--- config.mk ---
export PLATFORM = sky130hd
export DESIGN_NAME = sipo_frame_rx
export DESIGN_NICKNAME = d
export VERILOG_FILES = /design/src/rtl/sipo_frame_rx.sv
export SDC_FILE = /design/constraint.sdc
export NUM_CORES = 1
export LEC_CHECK = 0
export CORE_MARGIN = 5
export CORE_UTILIZATION = 51
export CTS_CLUSTER_SIZE = 28
export DETAILED_ROUTE_END_ITERATION = 8
export HOLD_SLACK_MARGIN = 0.12
export PLACE_DENSITY = 0.77
export SYNTH_ARGS = -nofsm -noshare
export SYNTH_HDL_FRONTEND = slang
export SYNTH_SLANG_ARGS = --single-unit
--- constraint.sdc ---
create_clock -name clk -period 1.54 [get_ports clk]
set_input_delay 0.385 -clock clk [delete_from_list [all_inputs] [get_ports clk]]
set_output_delay 0.385 -clock clk [all_outputs]
set_load 0.005 [all_outputs]
--- src/rtl/sipo_frame_rx.sv ---
// Serial frame receiver: start bit 1, WIDTH data bits LSB-first, optional parity, stop bit 0.
// Completed words are offered on a valid/ready port through a single-entry holding register.
module sipo_frame_rx #(
  parameter int WIDTH      = 8,
  parameter int PARITY_EN  = 1,
  parameter int ODD_PARITY = 0
) (
  input  logic             clk,
  input  logic             rst_n,
  input  logic             sin,
  output logic [WIDTH-1:0] out_data,
  output logic             out_valid,
  input  logic             out_ready,
  output logic             parity_err,
  output logic             frame_err,
  output logic             overrun,
  output logic             busy
);

  localparam int CW = (WIDTH > 1) ? $clog2(WIDTH) : 1;
  localparam logic [CW-1:0] LAST_BIT = CW'(WIDTH - 1);

  typedef enum logic [1:0] {IDLE, DATA, PARITY, STOP} state_t;

  state_t           state, state_nx;
  logic [WIDTH-1:0] shift_q;
  logic [CW-1:0]    cnt;
  logic             par_q;
  logic             good_stop, bad_stop;
  logic             load, drop, calc_perr;

  // Handshake: a word transfers on any rising edge where out_valid=1 and out_ready=1.
  // A good frame loads only if the holding register is empty or being emptied on that edge.
  assign load      = good_stop && (!out_valid || out_ready);
  assign drop      = good_stop && out_valid && !out_ready;
  assign calc_perr = (PARITY_EN != 0) && (par_q != ((^shift_q) ^ (ODD_PARITY != 0)));
  assign busy      = (state != IDLE);

  always_ff @(posedge clk or negedge rst_n) begin
    if (!rst_n) state <= IDLE;
    else        state <= state_nx;
  end

  always_comb begin
    state_nx  = state;
    good_stop = 1'b0;
    bad_stop  = 1'b0;
    case (state)
      IDLE:   if (sin) state_nx = DATA;
      DATA: begin
        if (cnt == LAST_BIT) begin
          if (PARITY_EN != 0) state_nx = PARITY;
          else                state_nx = STOP;
        end
      end
      PARITY: state_nx = STOP;
      STOP: begin
        // A 1 in the stop slot is a framing error, never a new start bit.
        state_nx  = IDLE;
        good_stop = !sin;
        bad_stop  = sin;
      end
      default: state_nx = IDLE;
    endcase
  end

  always_ff @(posedge clk or negedge rst_n) begin
    if (!rst_n) begin
      shift_q <= '0;
      cnt     <= '0;
      par_q   <= 1'b0;
    end else begin
      case (state)
        IDLE:   cnt <= '0;
        DATA: begin
          // Right shift: the first data bit ends up in bit 0 after WIDTH shifts.
          shift_q <= {sin, shift_q[WIDTH-1:1]};
          cnt     <= cnt + 1'b1;
        end
        PARITY: par_q <= sin;
        default: ;
      endcase
    end
  end

  always_ff @(posedge clk or negedge rst_n) begin
    if (!rst_n) begin
      out_data   <= '0;
      out_valid  <= 1'b0;
      parity_err <= 1'b0;
      frame_err  <= 1'b0;
      overrun    <= 1'b0;
    end else begin
      frame_err <= bad_stop;
      overrun   <= drop;
      if (load) begin
        out_data   <= shift_q;
        parity_err <= calc_perr;
        out_valid  <= 1'b1;
      end else if (out_valid && out_ready) begin
        out_valid <= 1'b0;
      end
    end
  end

endmodule

# Yosys cells after proc, flatten, opt, wreduce, memory -nomap -nowiden

Cells that the tools add are included.

Multiplexer cells: 8
$add $sub $neg: 1
Eq/ne operators: 7
Reduce and logical (&&, ||, !) cells: 14

Operators with widths:

| operator                                       | count |
|---|---|
| one-hot mux 2 bit (4 select lines)             | 1 |
| XOR reduction 8 bit                            | 1 |
| one-hot mux 3 bit (2 select lines)             | 1 |
| nonzero test 2 bit                             | 3 |
| == test 2 bit (second input constant)          | 2 |
| logical AND 1 bit                              | 4 |
| two-way mux 1 bit                              | 4 |
| two-way mux 2 bit                              | 2 |
| inequality test 2 bit (second input constant)  | 2 |
| adder 3 x 1 -> 3 bit (second input constant)   | 1 |
| == test 3 bit (second input constant)          | 1 |
| zero test 1 bit                                | 3 |
| == test 2 x 1 -> 1 bit (second input constant) | 1 |
| zero test 2 bit                                | 1 |
| AND reduction 2 bit                            | 1 |
| logical OR 1 bit                               | 1 |
| inequality test 1 bit                          | 1 |

Bits of input ports: 4
Bits in registers: 26

# Longest topological paths before layout

Depth after elaboration: 4
Gate-level depth with buffers: 6

# Worst setup path before layout

OpenSTA, ideal clock, no wires.

Path type: flip-flop to flip-flop
From: register state[1]
To: register shift_q[7]
Data arrival time: 1184 ps
Stages on the path, launching flop included: 5
Buffers on the path: 1
Required time: 1415 ps
Slack: 231 ps
Setup time: 125 ps
Path through: dfrtp_1 > inv_1 > ha_1 > buf_2 > mux2_2

Cells in the longest elaborated chain, start to end: 1

RTL lines:

| element                  | line | source |
|---|---|---|
| start: declaration       | 25   | `state_t state, state_nx;` |
| start signal: assignment | 41   | `else state <= state_nx;` |
| == test 2 x 1 -> 1 bit   | 73   | `case (state)` |
| end signal: assignment   | 77   | `shift_q <= {sin, shift_q[WIDTH-1:1]};` |
| end: declaration         | 26   | `logic [WIDTH-1:0] shift_q;` |

No other way between the ends.
A chain may end at the register's enable or synchronous reset.

# Worst setup path in the final report

Ends and elaborated chain as after synthesis.

==> run_results.csv <==
group,metric,value,unit
floorplanning,dieArea,3230,µm²
synthesis,synth-adder-area-share,0.0672,
global_routing,grt_pass1_vias,731,
routing,ant_nets,0,
pwr,p_comb_frac,0.515,
synthesis,synth_top_area_share,0.582,
synthesis,synth_ff_type,"dfrtp_1",
synthesis,synth-simple-area-share,0.0459,
cells_and_area,fill_cells,167,
synthesis,synth-edff-count,0,
pwr,p_int,2.17,mW
pwr,p_leak,0.719,nW
global_routing,track_usage,0.130,
cells_and_area,drive_gt1_frac,0.387,
synthesis,yosysSeqAreaShare,0.582,
pwr,vdd_drop_max,1200,µV
cts,cts_tree,"yes",
floorplanning,coreArea,2150,µm²
global_routing,antenna_found_initial,0,
cts,root_buffer,"clkbuf_4",
routing,dr.pass1.iters,3,
synthesis,synthTopCellsByCount,"26 x dfrtp_1, 18 x mux2_2, 6 x ha_1",
sta,tightest_slew,0.323,ns
cts,clkTransAtPathRegs,0.14,ns
placement,hpwlAfterDp,1310,µm
setup_path,startpoint_type,"register",
sta,slew_headroom,0.785,
cells_and_area,syn_to_final_growth,29.9,%
pwr,p_seq_frac,0.380,
synthesis,synth_area_leaders,"dfrtp_1 58%, mux2_2 18%, ha_1 6.7%, xnor2_1 3.1%, xnor3_1 2.0%",
placement,place_inst,131,
placement,port-buffer-count,16,
routing,viasPerCell,4.88,
setup_path,critical_path_class,"reg2reg",
placement,gp_congestion,0.727,
pwr,swShare,0.321,
setup_path,endpoint,"shift_q[7]",
setup_path,r2r_slack,0.06,ns
pwr,p_sw,1.03,mW
global_routing,overflow,0,
floorplanning,start_util,0.520,
floorplanning,rows,17,
synthesis,synthArstFlopShare,1.00,
status,status,"finished, final reports clean",
routing,wirelength,1890,µm
pwr,power.density,2210,nW/µm²
synthesis,yosysMostFrequentCell,"dfrtp_1",
setup_path,end_kind,"register",
synthesis,syn_area,1120,µm²
synthesis,synth_area_leader_cell,"dfrtp_1",
cells_and_area,layoutNonFillerInstCount,139,
synthesis,synth-compound-area-share,0.0381,
sta,final-setup-viol-count,0,
cts,postCtsHoldBufs,0,
cts,cts_sinks,26,
floorplanning,num_io_pins,17,
pwr,pwr-share-clk,0.106,
global_routing,grt_pass1_wl,3190,µm
floorplanning,die_y,56.8,µm
cells_and_area,finalNetCount,122,
sta,min_period,1.48,ns
cells_and_area,final_core_util,0.676,
setup_path,cp_max_fo,4,
synthesis,synthCells,78,
synthesis,synth-xor-area-share,0.0672,
sta,fmax,676,MHz
setup_path,rr_worst_depth,6,
cts,cts_max_level,1,
synthesis,synth.avg_cell_area,14.3,µm²
sta,report.final.slew_viol_count,0,
cells_and_area,antenna_cells,0,
cts,clockBufferDepth,2,
global_routing,grt_max_degree,27,
sta,finalCritPeriodShare,0.961,
setup_path,rr_endpoint,"shift_q[7]",
setup_path,r2r_start,"state[1]",
cts,numCtsBuffers,3,
routing,wl_per_cell,13.6,µm
synthesis,syn-num-nets,88,
floorplanning,fp.dieW,56.8,µm
routing,drtIter0Drc,8,
routing,num_vias,679,
hold_path,hp-class,"in2async",
cts,clk_latency,0.31,ns
setup_path,arrival,1.69,ns
setup_path,required,1.75,ns
synthesis,synth_top_family_by_area,"multiplexers",
job,cap_violations,0,
routing,drc,0,
setup_path,startpoint,"state[1]",
synthesis,ys_types,19,
synthesis,synth-seq-cells,26,
sta,hold_viol,0,
synthesis,ys_warn_count,0,
synthesis,synth.area.mux_share,0.181,
sta,fin_skew,0.00250,ns
## worst max-delay path: stages (launching register included)
cell	delay, ns
dfrtp_1	0.41
inv_2	0.08
buf_4	0.10
buf_4	0.10
ha_1	0.20
buf_4	0.16
mux2_2	0.33
## cell type report
type                    count  area (µm²)  area share
well taps                  28        35.0      0.0241
multi-input cells          47         465       0.321
flip-flops and latches     26         651       0.448
clock buffers               4        36.3      0.0250
repair buffers             30         249       0.172
inverters                   4        15.0      0.0103
## cell usage in the layout (no fill, tap or decap)
| master | Yosys | layout |
|---|---|---|
| dlygate4sd2_1 | 0 | 12 |
| dfrtp_1 | 26 | 26 |
| xnor2_1 | 4 | 4 |
| xor2_1 | 2 | 2 |
| inv_1 | 4 | 2 |
| nand2b_1 | 1 | 1 |
| nor2_2 | 0 | 1 |
| buf_6 | 0 | 1 |
| buf_4 | 0 | 13 |
| and2_1 | 1 | 1 |
| clkbuf_8 | 0 | 1 |
| clkbuf_2 | 0 | 1 |
| o21ai_0 | 1 | 1 |
| o32a_1 | 1 | 1 |
| a22o_1 | 2 | 2 |
| a21oi_2 | 0 | 1 |
| xnor3_1 | 1 | 1 |
| nor2b_1 | 1 | 1 |
| nor2_1 | 2 | 1 |
| ha_1 | 6 | 5 |
| ha_4 | 0 | 1 |
| inv_2 | 0 | 2 |
| nand2_1 | 4 | 4 |
| nand3_2 | 1 | 1 |
| clkdlybuf4s50_1 | 0 | 3 |
| o21ai_1 | 1 | 1 |
| mux2_2 | 18 | 18 |
| clkbuf_4 | 0 | 3 |
## worst min path at each step
stage	endpoint	from	cells past startpoint
floorplan	cnt[0]	rst_n	0
global placement	parity_err	parity_err	2
detailed placement	cnt[1]	cnt[1]	1
CTS	out_data[5]	rst_n	2
global route	shift_q[5]	rst_n	2
finish	out_data[5]	rst_n	2
## power groups by stage
stage	Sequential (mW)	Combinational (mW)	Clock [mW]
2_1_floorplan	1.21	1.01	0
3_3_place_gp	1.23	1.57	0
3_5_place_dp	1.24	1.63	0
4_1_cts	1.22	1.62	0.351
5_1_grt	1.26	1.80	0.390
6_report	1.22	1.65	0.338
## per-stage QoR
step | hold WS (ns) | setup slack, ns | TNS (ns) | power [mW] | area [µm²]
6_report | 0.419 | 0.0605 | 0 | 3.20 | 1450
5_1_grt | 0.434 | -0.0440 | -0.156 | 3.45 | 1450
4_1_cts | 0.423 | -0.0203 | -0.0203 | 3.19 | 1440
3_5_place_dp | 0.491 | -0.151 | -1.13 | 2.87 | 1380
3_3_place_gp | 0.477 | -0.114 | -0.898 | 2.81 | 1380
2_1_floorplan | 0.0894 | 0.231 | 0 | 2.23 | 1120
## layer usage
| layer | global-route usage | wire (µm) | up-vias |
|---|---|---|---|
| met5 | 0 | 0 | - |
| met4 | 0.0762 | 19 | 0 |
| met3 | 0.0299 | 75 | 2 |
| met2 | 0.196 | 951 | 10 |
| met1 | 0.168 | 847 | 333 |
| li1 | - | - | 334 |
## registers in the layout, summed over array words and instances, names as in the netlist
signal,cells
out_data,8
overrun,1
frame_err,1
out_valid,1
shift_q,8
par_q,1
parity_err,1
cnt,3
state,2
## logic make-up (layout without fill, tap and decap cells)
group,after synthesis,after routing
mux,18,18
compound gates,6,6
xor+xnor,7,7
buf+inv,5,38
flops,26,26
simple gates,10,10
fa+ha+maj,6,6
## repair_timing
item	4_1_cts	5_1_grt
pin swaps	1	1
endpoints found under the setup margin	13	7
resized for setup	18	4
buffers inserted	3	1
(Power assumes the default switching activity.)
